==> src/rtl/pipe_stage_buf.sv <==
// pipe_stage_buf: parametrised valid/ready pipeline stage buffer, 1..4 entry circular queue
// with stage-local completion (ready_go), synchronous flush and occupancy output.
module pipe_stage_buf #(
  parameter int DATA_W     = 128,
  parameter int DEPTH      = 1,
  parameter bit PASS_READY = 1
) (
  input  logic              clk,
  input  logic              rst,
  input  logic              flush,
  input  logic              in_valid,
  output logic              in_ready,
  input  logic [DATA_W-1:0] in_data,
  input  logic              ready_go,
  output logic              out_valid,
  input  logic              out_ready,
  output logic [DATA_W-1:0] out_data,
  output logic              stage_valid,
  output logic [2:0]        count
);
  localparam logic [1:0] LAST = 2'(DEPTH - 1);
  localparam logic [2:0] FULL = 3'(DEPTH);
  // Always 4 slots so 2-bit pointers index cleanly for any DEPTH; slots >= DEPTH are never written.
  logic [DATA_W-1:0] mem [4];
  logic [1:0] wr_ptr, rd_ptr;
  logic push, pop;
  assign stage_valid = count != 3'd0;
  assign out_valid   = stage_valid & ready_go & ~flush;
  assign pop         = out_valid & out_ready;
  assign in_ready    = ~flush & ((count < FULL) | (PASS_READY & pop));
  assign push        = in_valid & in_ready;
  assign out_data    = mem[rd_ptr];
  always_ff @(posedge clk) begin
    if (rst) begin
      count  <= '0;
      wr_ptr <= '0;
      rd_ptr <= '0;
      for (int i = 0; i < 4; i++) mem[i] <= '0;
    end else if (flush) begin
      count  <= '0;
      wr_ptr <= '0;
      rd_ptr <= '0;
    end else begin
      if (push) begin
        mem[wr_ptr] <= in_data;
        wr_ptr      <= wr_ptr == LAST ? 2'd0 : wr_ptr + 2'd1;
      end
      if (pop) rd_ptr <= rd_ptr == LAST ? 2'd0 : rd_ptr + 2'd1;
      count <= count + 3'(push) - 3'(pop);
    end
  end
endmodule

==> config.mk <==
export PLATFORM = sky130hd
export DESIGN_NAME = pipe_stage_buf
export DESIGN_NICKNAME = d
export VERILOG_FILES = /design/src/rtl/pipe_stage_buf.sv
export SDC_FILE = /design/constraint.sdc
export NUM_CORES = 1
export LEC_CHECK = 0
export ABC_AREA = 1
export BUFFER_PORTS_ARGS = -buffer_cell sky130_fd_sc_hd__clkbuf_2
export CORE_ASPECT_RATIO = 0.8
export CORE_UTILIZATION = 40
export DETAILED_ROUTE_END_ITERATION = 10
export PLACE_DENSITY = 0.57
export SYNTH_ARGS = -nofsm -noshare
export SYNTH_HDL_FRONTEND = slang
export SYNTH_SLANG_ARGS = --single-unit
==> constraint.sdc <==
create_clock -name clk -period 12.8 [get_ports clk]
set_input_delay 1.28 -clock clk [delete_from_list [all_inputs] [get_ports clk]]
set_output_delay 1.28 -clock clk [all_outputs]
set_load 0.05 [all_outputs]
Word-level counts from Yosys, hierarchy flattened:

Memory sizes are Yosys's and may differ from the RTL's. A register that Yosys moved wholly into a read port is not among the register bits.
Cells that the tools add are included.

* add/sub/neg operators: 4
* $mul: 0
* divide/modulo/power cells: 0
* magnitude comparators: 1
* equal/unequal tests: 0
* shifts and indexed selects: 0
* muxes and demuxes: 13
* bitwise gates (word level): 7
* reductions and logical operators: 5

Operators by type and width (number)
* 128-bit two-way mux: 1
* 128-bit OR reduction: 1
* 2-bit two-way mux: 5
* 1-bit two-way mux: 7
* 1-bit bitwise AND: 5
* 2-bit by 1-bit adder with 2-bit output (second input constant): 2
* 2-bit logical NOT: 2
* 3-bit by 1-bit adder with 3-bit output: 1
* 3-bit by 1-bit less-than comparator with 1-bit output (second input constant): 1
* 3-bit nonzero test: 1
* 3-bit by 1-bit subtractor with 3-bit output: 1
* 2-bit OR reduction: 1
* 1-bit NOT: 1
* 1-bit OR: 1

* register bits: 7
* bits in latches: 0
* memory bits (writable): 512
* bits in read-only memories: 0
* input bits: 134
* output and inout port bits: 134
* logic and storage cells: 34
* memories: 1

Memories
* mem: depth 4, bits a word 128, rd ports 1, clocked after memory_dff 1, wr ports 4, line 24 `logic [DATA_W-1:0] mem [4];`

Depth between registers and ports, before layout:

Gate-level depths: netlist (run 1).

* depth in word-level cells: 13
* gate-level depth with buffers: 13

Worst setup path before layout (run 1):

No wires, ideal clock.

* path type: input -> register
* start point: input ready_go
* end point: memory mem[2][0], enable pin
* library setup time: 0.792 ns
* arrival time: 10.721 ns
* slack: 1.287 ns
* stages: 6
* buffers on the path: 0
* path through: inv_1 > nor2_1 > nand3_2 > nand2_1 > nand3_2 > o21ai_0

RTL lines
* from (decl): line 14 `input logic ready_go,`
* to (decl): line 24

==> metrics.log, run 1 <==
INFO  metric r2r.worst_path.cells = 11
INFO  metric placementRows = 78
INFO  metric cts_buf_count = 55
INFO  metric floorplan.die_area = about 0.06 mm²
INFO  metric first_iter_violations = 1224
INFO  metric final.min_clock_period = slightly below 5000 ps
INFO  metric max_fclk = roughly 0.2 GHz
INFO  metric globalRoute.busiestLayer = met2
INFO  metric buffer_ports.inserted = between 200 and 300
INFO  metric synth_cell_type_count = 23
INFO  metric num_io_pins = 268
INFO  metric gr_usage_total = 20.1%
INFO  metric grt_antenna_before_repair = 2
INFO  metric final_common_cell = sky130_fd_sc_hd__nor2_1
INFO  metric slowest_stage = sky130_fd_sc_hd__buf_4
INFO  metric status = finished clean
INFO  metric dpl.hpwl = about 32 mm
INFO  metric timing.rr.end = mem[1][14]
INFO  metric avgSynthCellArea = 11.4 µm²
INFO  metric met1_usage = about a quarter
INFO  metric tritoncts = built
INFO  metric grt.met3_usage = approximately 3.3%
INFO  metric detail-route-antenna-nets = 0
INFO  metric start_util = 40.4%
INFO  metric min-delay-start = rd_ptr[0]
INFO  metric post-route-period-util = 38.8%
INFO  metric final_core_utilization = a little under half
INFO  metric power.static_leakage = 10.3 nW
INFO  metric cp_capture_type = register
INFO  metric cts_num_sinks = 521
INFO  metric critical_path.cell_chain = clkbuf_2 > nor2_1 > nand3_2 > nand2_1 > nand3_2 > nor2_2 > nand3_4 > nand2_4 > buf_4 > buf_4
INFO  metric grtUsageMet2 = 34.7%
INFO  metric maximum_count_of_clock_buffers_along_a_single_path = 3
INFO  metric avgViaCountPerCell = 5.20
INFO  metric register_area_share_after_synthesis = between 60% and 70%
INFO  metric timing.max_cap.violations = 0
INFO  metric post_cts_resize_count = 0
INFO  metric clock_latency = 610 ps
INFO  metric grt_max_degree = just under 100
INFO  metric layout.nets = roughly 2300
INFO  metric drt_first_pass_iters = 7
INFO  metric cts_max_level = 2
INFO  metric grt_overflow = 0
INFO  metric worst_ep_required_time = about 13000 ps
INFO  metric fin_tns_setup = 0 ps
INFO  metric type_of_the_most_critical_hold_path = reg -> reg
INFO  metric dr_total_vias = 15600
INFO  metric postRouteWirelength = slightly below 60 mm
INFO  metric setup_viol = 0
INFO  metric grt_first_pass_wirelength = between 90 and 100 mm
INFO  metric path_class = in -> reg
INFO  metric layout_common_cells = 647 x sky130_fd_sc_hd__nor2_1, 512 x sky130_fd_sc_hd__edfxtp_1, 267 x sky130_fd_sc_hd__clkbuf_2
INFO  metric avgRoutedWirePerCell = 19.8 µm
INFO  metric maxSlewViolCount = 0
INFO  metric root_driver = sky130_fd_sc_hd__clkbuf_16
INFO  metric synth_area = ~0.023 mm²
INFO  metric whs_path_depth = 2
INFO  metric yosys_register_bits = 521
INFO  metric rr_startpoint = count[1]
INFO  metric die_x = about 270 µm
INFO  metric cts_setup_buffers = 0
INFO  metric power_density = 143 mW/mm²
INFO  metric syn_inst = between 2000 and 2500
INFO  metric finClkSkew = 27.7 ps
INFO  metric timing.hold.ws = between 400 and 500 ps
INFO  metric rsz0062_at_grt = no
INFO  metric grt_pass1_vias = roughly 15000
INFO  metric synthesis.yosys.warnings = 0
INFO  metric data_arrival_time_of_the_critical_path = 5180 ps
INFO  metric design_power_total = 0.00375 W
INFO  metric critical_path.startpoint_type = input pin
INFO  metric cp_slowest_stage_delay = 790 ps
INFO  metric fp.coreArea = 0.0567 mm²
INFO  metric layout-drive-gt1-share = a little over a fifth
INFO  metric ctsHoldBuffers = 0
INFO  metric tightest_slew = 1150 ps
INFO  metric gpl.final_weighted_congestion = 0.752
INFO  metric nets_in_the_synthesized_netlist = 2154
INFO  metric setup.reg_to_reg.worst_slack = 8100 ps
INFO  metric maxSlewHeadroom = 23.3%
INFO  metric finalHoldViolations = 0
INFO  metric flow.area_growth_from_synthesis = 14.6%
INFO  metric path_clk_slew = 60 ps
INFO  metric fillCellCount = 5346
INFO  metric vdd_ir_drop_max = approximately 0.088 mV
INFO  metric drc = 0
INFO  metric dieHeight = ~220 µm
INFO  metric crit_fanout = 63
## layout make-up
type                    count  area, µm²  share of cell area (%)
clock buffers              74       1470                    5.59
clock inverters            26        155                   0.591
inverters                 143        543                    2.07
diodes                      2       5.00                  0.0191
well taps                 760        951                    3.62
flip-flops and latches    521      15600                    59.2
multi-input cells        1195       6080                    23.2
repair buffers            289       1500                    5.72
## power breakdown
group / switching [W] / total [W] / internal [W] / leakage (nW)
logic: 0.000247 / 0.000306 / 0.0000596 / 4.12
clock network: 0.000654 / 0.00147 / 0.000820 / 0.790
registers: 0.0000175 / 0.00197 / 0.00195 / 5.38
## metal layers
layer	vias to the layer above	share of wire (%)
li1	7380	-
met2	409	50
met5	-	0
met3	71	4.9
met4	0	2.1
met1	7782	43
## through the flow
stage                     instance area [µm²]  instances  setup WS (ps)
after floorplan                         22900       2013           1290
after global placement                  24600       2908           7150
after detailed placement                24600       2908           7130
after CTS                               26300       3008           7730
after global routing                    26300       3009           7480
final                                   26300       3010           7830
## logic make-up after synthesis
group / Yosys count / share of synthesized area, %
AOI/OAI and AO/OA: 393 / 9.30
xor gates and xnor gates: 1 / 0.0382
adders and majority gates: 7 / 0.415
buffers and inverters: 297 / 5.93
DFF: 521 / 67.9
and+or+nand+nor: 794 / 16.5
## how the worst max path moves through the flow
| stage | startpoint | endpoint | slack, ps | depth (start not counted) |
|---|---|---|---|---|
| 2_1_floorplan | ready_go | mem[2][0] | 1290 | 6 |
| 3_3_place_gp | flush | mem[1][7] | 7150 | 10 |
| 3_5_place_dp | flush | mem[1][7] | 7130 | 10 |
| 4_1_cts | flush | mem[1][13] | 7730 | 10 |
| 5_1_grt | flush | mem[1][14] | 7480 | 10 |
| 6_report | flush | mem[1][14] | 7830 | 10 |
## synth_stat cells
library cell	instances	area, µm²
sky130_fd_sc_hd__a21oi_1	4	20.0
sky130_fd_sc_hd__o22ai_1	128	801
sky130_fd_sc_hd__edfxtp_1	512	15400
sky130_fd_sc_hd__a21oi_2	1	8.76
sky130_fd_sc_hd__xnor2_1	1	8.76
sky130_fd_sc_hd__buf_1	14	52.6
sky130_fd_sc_hd__nor3_1	8	40.0
sky130_fd_sc_hd__nor2_1	647	2430
sky130_fd_sc_hd__nand3b_1	1	7.51
sky130_fd_sc_hd__buf_6	21	236
sky130_fd_sc_hd__clkbuf_1	80	300
sky130_fd_sc_hd__dfxtp_1	9	180
sky130_fd_sc_hd__inv_1	143	537
sky130_fd_sc_hd__buf_4	15	113
sky130_fd_sc_hd__nand2_1	11	41.3
sky130_fd_sc_hd__nand3_1	2	10.0
sky130_fd_sc_hd__nor3_2	120	1200
sky130_fd_sc_hd__ha_1	6	75.1
sky130_fd_sc_hd__o21ai_0	260	1300
sky130_fd_sc_hd__buf_2	24	120
sky130_fd_sc_hd__fa_1	1	20.0
sky130_fd_sc_hd__nand3_2	4	40.0
sky130_fd_sc_hd__nor2_2	1	6.26
## critical path, delay by kind of cell
| kind | cells | cell delay (ps) |
|---|---|---|
| simple gates | 7 | 2250 |
| buf+inv | 3 | 1530 |
## state kept, by name, indices dropped and copies added (netlist names), named ones only
register	cells
rd_ptr	2
count	3
mem	512
wr_ptr	2
Power figures use the tool's default switching activity.
==> run 2: changes to the inputs <==
--- a/config.mk
+++ b/config.mk
@@ -5,12 +5,12 @@
 export SDC_FILE = /design/constraint.sdc
 export NUM_CORES = 1
 export LEC_CHECK = 0
-export ABC_AREA = 1
+export ABC_AREA = 0
 export BUFFER_PORTS_ARGS = -buffer_cell sky130_fd_sc_hd__clkbuf_2
 export CORE_ASPECT_RATIO = 0.8
 export CORE_UTILIZATION = 40
 export DETAILED_ROUTE_END_ITERATION = 10
-export PLACE_DENSITY = 0.57
+export PLACE_DENSITY = 0.59
 export SYNTH_ARGS = -nofsm -noshare
 export SYNTH_HDL_FRONTEND = slang
 export SYNTH_SLANG_ARGS = --single-unit
==> constraint.sdc (replaced) <==
create_clock -name clk -period 4.43 [get_ports clk]
set_input_delay 0.443 -clock clk [delete_from_list [all_inputs] [get_ports clk]]
set_output_delay 0.443 -clock clk [all_outputs]
set_load 0.05 [all_outputs]
==> run 2 against run 1 <==
Against the previous run:
- clock skew shrank 1.9 ps
- largest cell class unchanged
- die area grew 8.1%
- highest routed layer is now met5
- critical path type is now reg -> out
- sequential share of layout area decreased by 4.3 points
- largest power group unchanged
- synthesized cell count decreased by 26%
==> metrics.log, run 2 <==
INFO  metric floorplan.die_area = ~0.063 mm²
INFO  metric cts_num_sinks = 521
INFO  metric cts_max_level = 2
INFO  metric num_io_pins = 268
INFO  metric cts_setup_buffers = 0
INFO  metric critical_path.startpoint_type = register
INFO  metric avgSynthCellArea = 16.7 µm²
INFO  metric top_register = mem
INFO  metric drc = 0
INFO  metric yosysTopAreaCell = sky130_fd_sc_hd__edfxtp_1
INFO  metric rsz0062_at_grt = no
INFO  metric grt_antenna_before_repair = 3
INFO  metric critical_path.cell_chain = buf_4 > mux4_2 > clkbuf_2
INFO  metric slowest_stage = sky130_fd_sc_hd__mux4_2
INFO  metric status = finished clean
INFO  metric final_common_cell = sky130_fd_sc_hd__edfxtp_1
INFO  metric gpl.final_weighted_congestion = 0.723
INFO  metric syn_inst = 1483
INFO  metric grt_max_degree = 164
INFO  metric max_fclk = 0.332 GHz
INFO  metric layout_top_registers = mem: 512 flops, count: 3 flops
INFO  metric avgViaCountPerCell = 5.23
INFO  metric data_arrival_time_of_the_critical_path = between 2000 and 3000 ps
INFO  metric nets_in_the_synthesized_netlist = 1624
INFO  metric synthMostInstantiatedCell = sky130_fd_sc_hd__edfxtp_1
INFO  metric worst_ep_required_time = approximately 4000 ps
INFO  metric synth_area = 0.0248 mm²
INFO  metric post_synth_most_frequent_cells = 512 x sky130_fd_sc_hd__edfxtp_1, 377 x sky130_fd_sc_hd__nor3_2, 129 x sky130_fd_sc_hd__nand2b_1, 129 x sky130_fd_sc_hd__nor2_1, 128 x sky130_fd_sc_hd__mux4_2
INFO  metric finClkSkew = 25.7 ps
INFO  metric first_iter_violations = 1018
INFO  metric postRouteWirelength = about 58 mm
INFO  metric maximum_count_of_clock_buffers_along_a_single_path = 3
INFO  metric layout-drive-gt1-share = 50.5%
INFO  metric power_density = 387 mW/mm²
INFO  metric timing.max_cap.violations = 0
INFO  metric asyncSetResetFlopFracSynth = 0%
INFO  metric synth_top_cells_by_area = sky130_fd_sc_hd__edfxtp_1 62%, sky130_fd_sc_hd__nor3_2 15%, sky130_fd_sc_hd__mux4_2 12%
INFO  metric dieHeight = 225 µm
INFO  metric final_critical_path_setup_slack = between 1000 and 1500 ps
INFO  metric maxSlewHeadroom = 25.4%
INFO  metric cts_buf_count = 54
INFO  metric buffer_ports.inserted = 267
INFO  metric yosys_register_bits = between 500 and 600
INFO  metric register_area_share_after_synthesis = 62.7%
INFO  metric dpl.hpwl = 31.6 mm
INFO  metric clock_latency = 590 ps
INFO  metric path_class = reg -> out
INFO  metric die_x = 280 µm
INFO  metric crit_fanout = 22
INFO  metric setup_viol = 0
INFO  metric fp.coreArea = approximately 0.061 mm²
INFO  metric grt_first_pass_wirelength = 87.9 mm
INFO  metric grt_pass1_vias = between 10000 and 15000
INFO  metric layout_common_cells = 512 x sky130_fd_sc_hd__edfxtp_1, 377 x sky130_fd_sc_hd__nor3_2, 266 x sky130_fd_sc_hd__clkbuf_2
INFO  metric flow.area_growth_from_synthesis = 14.2%
INFO  metric power.static_leakage = 9.13 nW
INFO  metric maxSlewViolCount = 0
INFO  metric synth_ff_type = sky130_fd_sc_hd__edfxtp_1
INFO  metric synth_cell_type_count = 30
INFO  metric finalHoldViolations = 0
INFO  metric root_driver = sky130_fd_sc_hd__clkbuf_16
INFO  metric vdd_ir_drop_max = between 0.2 and 0.3 mV
INFO  metric tightest_slew = 1120 ps
INFO  metric post_cts_resize_count = 0
INFO  metric tritoncts = built
INFO  metric final.min_clock_period = 3010 ps
INFO  metric avgRoutedWirePerCell = 22.5 µm
INFO  metric start_util = 40.5%
INFO  metric synth_top_area_share = roughly 62%
INFO  metric cp_slowest_stage_delay = 630 ps
INFO  metric detail-route-antenna-nets = 0
INFO  metric layout.nets = 1830
INFO  metric detailedPlace.worstSlack = 1570 ps
INFO  metric path_clk_slew = about 60 ps
INFO  metric grt_overflow = 0
INFO  metric number_of_synthesized_flops_with_an_enable_pin = slightly above 500
INFO  metric drt_first_pass_iters = 5
INFO  metric post-route-period-util = between 60% and 70%
INFO  metric dr_total_vias = about 13000
INFO  metric synthesis.yosys.warnings = 0
INFO  metric ctsHoldBuffers = 0
INFO  metric gr_usage_total = 18.4%
INFO  metric timing.hold.ws = 157 ps
INFO  metric cp_capture_type = output port
INFO  metric placementRows = 81
INFO  metric timing.critical_path.max_delay_family = buffers and inverters
INFO  metric type_of_the_most_critical_hold_path = in -> reg
INFO  metric critical_path_buf_inv_count = 2
INFO  metric max_reg_flops = 512
==> run 2: per-layer routing <==
metal	vias up	global-route usage [%]	part of all wire, %
met5	-	0	0.023
met4	2	4.04	1.5
met3	58	2.99	4.6
met2	280	30.9	50
met1	6935	25.1	44
li1	6098	-	-
==> run 2: cell type report <==
cell class / instances / area [µm²]
fillers: 5368 / 32900
clock inverters: 13 / 108
multi-input cells: 809 / 8340
flip-flops and latches: 521 / 15600
inverters: 9 / 33.8
repair buffers: 294 / 1770
well taps: 830 / 1040
diodes: 2 / 5.00
clock buffers: 78 / 1460
==> run 2: logic make-up after synthesis <==
logic type / synth area share, %
AOI/OAI and AO/OA: 0.242
muxes: 11.7
xor gates and xnor gates: 0.0353
adders and majority gates: 0.383
and+or+nand+nor: 21.0
DFF: 62.7
buffers and inverters: 3.91
==> run 2: power by group <==
group	switching, W	internal [W]	total [W]
registers	0.0000518	0.00564	0.00569
logic	0.000807	0.000280	0.00109
clock network	0.00186	0.00233	0.00419
==> run 2: path summary, 6_finish.rpt <==
check,start,to,slack (ps),cells past startpoint
worst max-delay path,register,out_data[66],1420,3
worst min-delay path,flush,count[2],160,2
worst max register to register,count[1],mem[3][64],1530,6
worst min register to register,rd_ptr[0],register,490,2
==> run 2: through the flow <==
stage	cells	instance area (µm²)	power [W]	util [%]	setup TNS (ps)
floorplan	1483	24800	0.00663	-	-494660
global placement	2463	26700	0.00688	43.7	0
detailed placement	2463	26700	0.00690	43.7	0
CTS	2554	28300	0.0111	46.3	0
global route	2556	28300	0.0113	46.3	0
finish	2556	28300	0.0110	46.3	0
==> run 2: worst register-to-register path, delay by kind of cell (launching register included) <==
family | cells | cell delay [ps]
adder cells (fa/ha/maj) | 1 | 190
AO/OA/AOI/OAI | 2 | 820
AND/OR/NAND/NOR | 1 | 420
flip-flops | 1 | 420
buffers and inverters | 2 | 750
==> run 3: changes to the inputs <==
--- a/config.mk
+++ b/config.mk
@@ -5,7 +5,7 @@
 export SDC_FILE = /design/constraint.sdc
 export NUM_CORES = 1
 export LEC_CHECK = 0
-export ABC_AREA = 0
+export ABC_AREA = 1
 export BUFFER_PORTS_ARGS = -buffer_cell sky130_fd_sc_hd__clkbuf_2
 export CORE_ASPECT_RATIO = 0.8
 export CORE_UTILIZATION = 40
==> constraint.sdc (replaced) <==
create_clock -name clk -period 2.56 [get_ports clk]
set_input_delay 0.256 -clock clk [delete_from_list [all_inputs] [get_ports clk]]
set_output_delay 0.256 -clock clk [all_outputs]
set_load 0.05 [all_outputs]
==> run 3 against run 2 <==
Against the previous run:
- utilization is 3.2 points higher
- critical path depth is 2 higher
- critical endpoint is now out_data[20]
- largest cell class unchanged
- total power is 74% higher
- clock skew is 2.3 ps lower
- die area is 7.5% lower
- critical path type unchanged
- sequential power is 73% higher
- global-route usage is 2.4 points higher
==> metrics.log, run 3 (synthesis results as in run 1) <==
INFO  metric critical_path.cell_chain = buf_4 > clkbuf_16 > nor2_1 > o22ai_1 > clkbuf_2
INFO  metric drc = 0
INFO  metric grt_antenna_before_repair = 1
INFO  metric avgViaCountPerCell = 5.21
INFO  metric buffer_ports.inserted = 267
INFO  metric power.static_leakage = 11.0 nW
INFO  metric final_critical_path_setup_slack = roughly 45 ps
INFO  metric cts_num_sinks = 521
INFO  metric finalHoldViolations = 0
INFO  metric globalRoute.busiestLayer = met2
INFO  metric status = finished clean
INFO  metric setup_viol = 0
INFO  metric setup.reg_to_reg.worst_slack = between 300 and 400 ps
INFO  metric final.min_clock_period = 2510 ps
INFO  metric post-route-period-util = between 90% and 100%
INFO  metric grt_overflow = 0
INFO  metric whs_path_depth = 3
INFO  metric fillCellCount = 5132
INFO  metric timing.max_cap.violations = 0
INFO  metric grtUsageMet2 = around a third
INFO  metric r2r.worst_path.cells = 13
INFO  metric cp_slowest_stage_delay = 450 ps
INFO  metric data_arrival_time_of_the_critical_path = 2260 ps
INFO  metric dr_total_vias = 16100
INFO  metric start_util = 40.4%
INFO  metric timing.hold.worst_endpoint = mem[0][90]
INFO  metric cts_buf_count = 54
INFO  metric max_reg_flops = 512
INFO  metric num_io_pins = 268
INFO  metric die_x = 270 µm
INFO  metric first_iter_violations = 1241
INFO  metric critical_path_buf_inv_count = 3
INFO  metric timing.critical_path.max_delay_family = buffers and inverters
INFO  metric top_register = mem
INFO  metric detail-route-antenna-nets = 0
INFO  metric drt_first_pass_iters = 5
INFO  metric min-delay-start = in_data[90]
INFO  metric maximum_count_of_clock_buffers_along_a_single_path = 3
INFO  metric layout.area.seq = 0.0156 mm²
INFO  metric critical_path.startpoint_type = register
INFO  metric fin_tns_setup = 0 ps
INFO  metric final_cells = just over 3000
INFO  metric design_power_total = 0.0191 W
INFO  metric finClkSkew = 23.4 ps
INFO  metric vdd_ir_drop_max = 0.469 mV
INFO  metric grt_pass1_vias = around 16000
INFO  metric power_density = 680 mW/mm²
INFO  metric layout_common_cells = 646 x sky130_fd_sc_hd__nor2_1, 512 x sky130_fd_sc_hd__edfxtp_1, 258 x sky130_fd_sc_hd__o21ai_0
INFO  metric layout_top_registers = mem: 512 flops, count: 3 flops
INFO  metric detailedPlace.worstSlack = roughly 330 ps
INFO  metric gr_usage_total = 20.7%
INFO  metric gpl.final_weighted_congestion = approximately 0.76
INFO  metric avgRoutedWirePerCell = approximately 20 µm
INFO  metric postRouteWirelength = between 60 and 70 mm
INFO  metric worst_ep_required_time = 2300 ps
INFO  metric antennaDiodeCount = 0
INFO  metric root_driver = sky130_fd_sc_hd__clkbuf_16
INFO  metric rr_startpoint = count[1]
INFO  metric flow.area_growth_from_synthesis = 22.2%
INFO  metric slowest_stage = sky130_fd_sc_hd__dfxtp_4
INFO  metric maxSlewHeadroom = 48.3%
INFO  metric dpl.cell_count = about 2900
INFO  metric cts_max_level = 2
INFO  metric clock_latency = slightly below 600 ps
INFO  metric grt_first_pass_wirelength = 93.9 mm
INFO  metric grt.met3_usage = roughly 4.1%
INFO  metric path_clk_slew = 60 ps
INFO  metric placementRows = 78
INFO  metric path_class = reg -> out
INFO  metric cp_capture_type = output port
INFO  metric final_common_cell = sky130_fd_sc_hd__nor2_1
INFO  metric fp.coreArea = 0.0567 mm²
INFO  metric layout.nets = about 2400
INFO  metric timing.rr.end = count[2]
INFO  metric rsz0062_at_grt = yes
INFO  metric dpl.hpwl = 34.3 mm
INFO  metric grt_max_degree = 129
INFO  metric tightest_slew = 775 ps
INFO  metric layout-drive-gt1-share = 23.8%
INFO  metric maxSlewViolCount = 0
INFO  metric floorplan.die_area = 0.0583 mm²
INFO  metric tritoncts = built
INFO  metric met1_usage = 27.9%
INFO  metric multiInputGateArea = 0.00619 mm²
INFO  metric type_of_the_most_critical_hold_path = in -> reg
INFO  metric crit_fanout = 46
INFO  metric dieHeight = between 200 and 250 µm
INFO  metric max_fclk = 0.398 GHz
==> run 3: cell type report <==
| cell class | instances | share of cell area (%) |
|---|---|---|
| sequential | 521 | 55.6 |
| multi-input combinational | 1195 | 22.1 |
| timing repair buffer | 381 | 11.0 |
| clock buffer | 73 | 5.15 |
| tap | 760 | 3.39 |
| inverter | 143 | 2.05 |
| clock inverter | 22 | 0.723 |
==> run 3: how the worst max path moves through the flow <==
stage / from / end / slack, ps / cells after the start
after floorplan: count[0] / mem[3][0] / -1010 / 6
after global placement: count[1] / count[2] / 260 / 13
after detailed placement: count[1] / count[2] / 330 / 13
after CTS: register / out_data[58] / -40 / 6
after global routing: register / out_data[58] / -30 / 6
final: register / out_data[20] / 50 / 5
==> run 3: what timing repair did <==
action                                  4_1_cts  5_1_grt
hold buffers                                 44        0
pin swaps                                     0        1
endpoints found under the setup margin       80       49
buffers inserted                              3        4
gates resized for setup                      39       19
endpoints found under the hold margin        98        0
gates cloned                                  0        2
==> run 3: per-layer routing <==
metal / up-vias / routed length, µm
li1: 7561 / -
met1: 8005 / 26600
met2: 492 / 30000
met3: 78 / 4040
met4: 2 / 1210
met5: - / 13
==> run 3: where the power goes <==
group / total (W) / leakage [nW] / switching, W / internal (W)
registers: 0.00982 / 5.38 / 0.0000903 / 0.00973
clock network: 0.00752 / 0.799 / 0.00319 / 0.00433
logic: 0.00173 / 4.86 / 0.00127 / 0.000460
==> run 3: metrics by stage <==
step | hold slack (ps) | cell area (µm²) | util (%)
6_report | 30.7 | 28000 | 49.4
3_3_place_gp | 534 | 25600 | 45.2
5_1_grt | 24.5 | 28000 | 49.4
2_1_floorplan | 418 | 23000 | -
3_5_place_dp | 528 | 25600 | 45.2
4_1_cts | 0.267 | 27900 | 49.1
==> run 3: tightest hold or removal path: cells and delay by family <==
kind                   cells  cell delay (ps)
buffers and inverters      2              150
and+or+nand+nor            1              100
